File: src/rtl/alu_pkg.sv
// Shared scalar ALU types: divider FSM states and the NZCV flag bundle.
package alu_pkg;

  typedef enum logic [1:0] {IDLE, RUN, DONE} div_state_t;

  typedef struct packed {
    logic z;
    logic n;
    logic c;
    logic v;
  } alu_flags_t;

  function automatic alu_flags_t make_flags(input logic q_zero, input logic q_msb,
                                            input logic r_nonzero, input logic ovf);
    return '{z: q_zero, n: q_msb, c: r_nonzero, v: ovf};
  endfunction

endpackage

File: src/rtl/alu_adder.sv
// Scalar ALU ripple adder; subtract by feeding ~b with c_in = 1 (c_flag = no borrow).
module alu_adder #(
  parameter int W = 25
) (
  input  logic [W-1:0] a,
  input  logic [W-1:0] b,
  input  logic         c_in,
  output logic [W-1:0] sum,
  output logic         c_flag
);

  assign {c_flag, sum} = {1'b0, a} + {1'b0, b} + {{W{1'b0}}, c_in};

endmodule

File: src/rtl/seq_divider.sv
// Multi-cycle restoring divider with start/done handshake and NZCV flags.
// Define SEQ_DIVIDER_SIGNED_EN for two's-complement operands.
module seq_divider
  import alu_pkg::*;
#(
  parameter int N  = 24,
  parameter int CW = $clog2(N) + 1
) (
  input  logic         clk,
  input  logic         rst,
  input  logic         start,
  input  logic [N-1:0] A,
  input  logic [N-1:0] B,
  output logic [N-1:0] Q,
  output logic [N-1:0] R,
  output logic         busy,
  output logic         done,
  output logic         Z_flag,
  output logic         N_flag,
  output logic         C_flag,
  output logic         V_flag
);

  div_state_t    state, state_nxt;
  logic [CW-1:0] cnt;
  logic [N-1:0]  rem, qsh, b_q;
  alu_flags_t    flags;

  logic [N:0]    rem_shift, trial;
  logic          carry, no_borrow;
  logic [N-1:0]  rem_nxt, qsh_nxt;
  logic [N-1:0]  a_load, b_load, res_q, res_r;
  logic          res_v;

  assign rem_shift = {rem, qsh[N-1]};

  alu_adder #(.W(N + 1)) u_trial (
    .a      (rem_shift),
    .b      (~{1'b0, b_q}),
    .c_in   (1'b1),
    .sum    (trial),
    .c_flag (carry)
  );

  // trial[N] is always 0 when carry is set, so this equals carry alone.
  assign no_borrow = carry & ~trial[N];
  assign rem_nxt   = no_borrow ? trial[N-1:0] : rem_shift[N-1:0];
  assign qsh_nxt   = {qsh[N-2:0], no_borrow};

`ifdef SEQ_DIVIDER_SIGNED_EN
  logic neg_q, neg_r, ovf;

  function automatic logic [N-1:0] neg(input logic [N-1:0] x);
    return ~x + {{(N-1){1'b0}}, 1'b1};
  endfunction

  assign a_load = A[N-1] ? neg(A) : A;
  assign b_load = B[N-1] ? neg(B) : B;

  always_comb begin
    res_q = neg_q ? neg(qsh_nxt) : qsh_nxt;
    res_r = neg_r ? neg(rem_nxt) : rem_nxt;
    res_v = 1'b0;
    if (ovf) begin
      res_q = {1'b1, {(N-1){1'b0}}};
      res_r = '0;
      res_v = 1'b1;
    end
  end

  always_ff @(posedge clk or posedge rst) begin
    if (rst) begin
      neg_q <= 1'b0;
      neg_r <= 1'b0;
      ovf   <= 1'b0;
    end else if (state == IDLE && start) begin
      neg_q <= A[N-1] ^ B[N-1];
      neg_r <= A[N-1];
      ovf   <= (A == {1'b1, {(N-1){1'b0}}}) && (B == '1);
    end
  end
`else
  assign a_load = A;
  assign b_load = B;

  always_comb begin
    res_q = qsh_nxt;
    res_r = rem_nxt;
    res_v = 1'b0;
  end
`endif

  always_ff @(posedge clk or posedge rst) begin
    if (rst) state <= IDLE;
    else     state <= state_nxt;
  end

  always_comb begin
    state_nxt = state;
    unique case (state)
      IDLE:    if (start) state_nxt = (B == '0) ? DONE : RUN;
      RUN:     if (cnt == CW'(1)) state_nxt = DONE;
      DONE:    state_nxt = IDLE;
      default: state_nxt = IDLE;
    endcase
  end

  always_comb begin
    busy = (state == RUN);
    done = (state == DONE);
  end

  // Results are registered on the edge entering DONE so they are valid with done.
  always_ff @(posedge clk or posedge rst) begin
    if (rst) begin
      cnt   <= '0;
      rem   <= '0;
      qsh   <= '0;
      b_q   <= '0;
      Q     <= '0;
      R     <= '0;
      flags <= '0;
    end else begin
      unique case (state)
        IDLE: if (start) begin
          b_q <= b_load;
          if (B == '0) begin
            Q     <= '1;
            R     <= A;
            flags <= make_flags(1'b0, 1'b1, A != '0, 1'b1);
          end else begin
            rem <= '0;
            qsh <= a_load;
            cnt <= CW'(N);
          end
        end
        RUN: begin
          rem <= rem_nxt;
          qsh <= qsh_nxt;
          cnt <= cnt - CW'(1);
          if (cnt == CW'(1)) begin
            Q     <= res_q;
            R     <= res_r;
            flags <= make_flags(res_q == '0, res_q[N-1], res_r != '0, res_v);
          end
        end
        default: ;
      endcase
    end
  end

  assign Z_flag = flags.z;
  assign N_flag = flags.n;
  assign C_flag = flags.c;
  assign V_flag = flags.v;

endmodule

File: config.mk
export PLATFORM = sky130hd
export DESIGN_NAME = seq_divider
export DESIGN_NICKNAME = d
export VERILOG_FILES = /design/src/rtl/alu_pkg.sv /design/src/rtl/alu_adder.sv /design/src/rtl/seq_divider.sv
export SDC_FILE = /design/constraint.sdc
export NUM_CORES = 1
export LEC_CHECK = 0
export CORE_UTILIZATION = 35
export CTS_CLUSTER_DIAMETER = 50
export CTS_CLUSTER_SIZE = 8
export DETAILED_ROUTE_END_ITERATION = 12
export DONT_BUFFER_PORTS = 1
export GPL_ROUTABILITY_DRIVEN = 0
export GPL_TIMING_DRIVEN = 0
export HOLD_SLACK_MARGIN = 0.12
export PLACE_DENSITY = 0.45
export SLEW_MARGIN = 0
export SYNTH_ARGS = -nofsm -noshare
export SYNTH_HDL_FRONTEND = slang
export SYNTH_SLANG_ARGS = --single-unit
File: constraint.sdc
create_clock -name clk -period 10.5 [get_ports clk]
set_input_delay 1.575 -clock clk [delete_from_list [all_inputs] [get_ports clk]]
set_output_delay 1.575 -clock clk [all_outputs]
set_load 0.01 [all_outputs]
==> results.md <==
- Worst-path maximum fanout: 10
- Lkg Pwr: 3.547 nW
- Fin util: 40.79%
- Initial antenna violation count: 0
- Ys async rst share: 100.0%
- Sequential area share after synthesis: between 40% and 50%
- Mapped Avg Cell Area: 8.362 sq um
- Max Cap Viol: 0
- Slew margin rel.: 40.37%
- Post-synth EDFFs: 0
- Worst EP arrival: ~4900 ps
- I/O pin count: 105
- Die Ht: roughly 150 um
- CTS tree: built
- ANT cells: 0
- Synth Register Bits: 131
- Simple logic cell fraction of the synthesized area: 19.70%
- Cts repair resizes: 0
- Hold_buf cts: 0
- Post-route ant nets: 0
- Final setup vio count: 0
- H-tree depth: 4
- Main combinational cell family by area after synthesis: compound AO/OA/AOI/OAI gates
- Tightest Hold Check Type: flop to flop
- Top_reg_cell synth: dfrtp_1
- Peak VDD IR: 0.0001341 V
- TNS Setup: 0 ps
- Final HPWL DP: 19.12 mm
- CP Capture Type: flop
- # port buffers: 0
- Total GRT Usage: 23.82%
- Drt total wl: 24.55 mm
- Least-Margin Pin Slew: 886.2 ps
- WS Path Type: input pin to flop
- Multiplexer area fraction after synthesis: 0.1550%
- Starting Density: ~36%
- Unrepaired setup endpoints after global routing: false
- Status: complete, no violations
- Post-synth top area share: 45.11%
- Number of setup buffers added after CTS: 0
- Die width: roughly 150 um
- CTS sink count: between 100 and 150
- Ys Warns: 0
- Avg Vias per Cell: around 5.6
- Adder-cell share of the synthesized area: 4.752%
- Max clock buf depth: 2
- Fillers: 2,110
- Fin crit share: 43.54%
- Startpoint Class: input pin
- Overall die area: ~21,000 sq um
- Final critical-path required period: between 4000 and 5000 ps
- PwrDens: about 430 nW/um^2
- Vias: between 6,000 and 7,000
- Clock-pin slew on the worst setup and hold paths: around 60 ps
- Clk_lat worst skew: 430 ps
- Ranking of synthesized cells by area: dfrtp_1 (45%), nand2_1 (7.9%), o21ai_0 (7.3%)
- Clk root buf: clkbuf_16
- Fraction of layout cells with a size suffix above 1: under 10%
- Setup Skew: about 16 ps
- Layout Nets: 967
- Inserted Clock Buffers: 17
- Area leader, netlist: dfrtp_1
- Initial DRC count: 512
- FMAX: 0.2187 GHz
- Post-synthesis xor/xnor area fraction: 2.893%
- Wirelength per Cell: 20.94 um
- First-pass GRT wire length: 38.60 mm
- Synth unique cells: 57
- Vias in the first global route: 6,636
- Site Rows: 52
- Syn Inst Count: 869
- Gr ovfl total: 0
- Fin. Hold Viols: 0
- Post-Syn Nets: around 950
- Worst path required time: 10,780 ps
- DRT Pass-1 Iters: 5
- Core area: 20,300 sq um
- Largest net degree at the start of global routing: 84
- Complex-gate fraction of the synthesized area: 21.57%
- Mapped Area: 7267 sq um
- Max Slew Vio Count: 0
- Syn-to-layout area delta: 13.95%
- Residual DRC: 0
[Yosys cell counts, types with 3 or more instances]
master and n:
a2111oi_0 3, a21boi_0 7, a21o_1 19, a21oi_1 33, a31oi_1 52, and2_1 3, and3_1 5, and4_1 3
buf_2 8, clkbuf_1 36, dfrtp_1 131, ha_1 26, inv_1 57, nand2_1 153, nand2b_1 4, nand3_1 19
nand4_1 8, nor2_1 70, nor2b_1 4, nor3_1 16, nor4_1 27, o211ai_1 7, o21a_1 5, o21ai_0 106
o21ai_1 4, or3_1 3, xnor2_1 14, xor2_1 10
[area by class of cell]
class / count / area, sq um / share of cell area (%)
tap: 270 / 337.8 / 4.080
clock inverter: 15 / 217.7 / 2.629
clock buffer: 17 / 425.4 / 5.138
sequential: 131 / 3278 / 39.59
buffer: 48 / 209.0 / 2.523
inverter: 57 / 219.0 / 2.644
multi-input combinational: 633 / 3566 / 43.06
timing repair buffer: 1 / 27.53 / 0.3324
[critical path, stage by stage]
cell and delay [ps]:
nor4_1 750, and4_1 390, nand3_1 270, o22a_1 360, nor2_1 440, clkbuf_1 410, clkbuf_1 480, a31oi_1 160
[sequential cells by signal, summed over array words and instances, names as in the netlist]
name	flops
C_flag	1
N_flag	1
Q	23
R	24
V_flag	1
Z_flag	1
b_q	24
cnt	6
qsh	24
rem	24
state	2
[layer usage]
| metal | vias to the layer above | part of all wire [%] | GRT usage, % |
|---|---|---|---|
| li1 | 3094 | - | - |
| met1 | 3192 | 43 | 29.79 |
| met2 | 203 | 47 | 39.35 |
| met3 | 42 | 6.0 | 5.406 |
| met4 | 0 | 3.6 | 10.57 |
| met5 | - | 0 | 0 |
[metrics by stage]
stage / worst slack [ps] / hold WS (ps) / area, sq um / power, mW / std cells
after floorplan: 5427 / 484.9 / 7267 / 2.321 / 869
after global placement: 3944 / 516.4 / 7605 / 2.891 / 1139
after detailed placement: 5465 / 508.5 / 7637 / 2.927 / 1140
after CTS: 5870 / 528.5 / 8280 / 3.598 / 1172
after global routing: 5706 / 559.2 / 8280 / 3.888 / 1172
final: 5928 / 522.3 / 8280 / 3.591 / 1172
[final timing paths]
| kind | from | endpoint | slack [ps] | cells past startpoint |
|---|---|---|---|---|
| max | B[0] | R[16] | 5930 | 8 |
| min in group asynchronous | rst | qsh[16] | 1040 | 1 |
| min | cnt[4] | cnt[4] | 520 | 2 |
| max in group asynchronous | rst | rem[1] | 8680 | 2 |
| max reg2reg | rem[7] | R[4] | 7000 | 11 |
| min reg2reg | cnt[4] | cnt[4] | 520 | 2 |
[where the power goes]
group | leakage, nW | internal (mW) | switching (mW) | total, mW
Combinational | 1.68 | 0.678 | 1.24 | 1.92
Clock | 0.311 | 0.404 | 0.254 | 0.659
Sequential | 1.56 | 0.749 | 0.263 | 1.01
[cells in the final DEF (no fill, tap or decap), types with 16 or more instances in the layout]
master / Yosys / layout
nand2_1: 153 / 153
dfrtp_1: 131 / 131
clkbuf_1: 36 / 36
a31oi_1: 52 / 52
clkbuf_16: 0 / 17
nand3_1: 19 / 19
nor2_1: 70 / 70
a21o_1: 19 / 19
nor4_1: 27 / 27
o21ai_0: 106 / 106
a21oi_1: 33 / 33
inv_1: 57 / 56
ha_1: 26 / 26
nor3_1: 16 / 16
[kinds of logic after synthesis]
kind of cell / after synthesis
flops: 131
simple gates: 322
mux: 1
buf+inv: 105
xor+xnor: 24
compound gates: 259
fa+ha+maj: 27
Note: power is estimated with default switching activity, not from simulation.
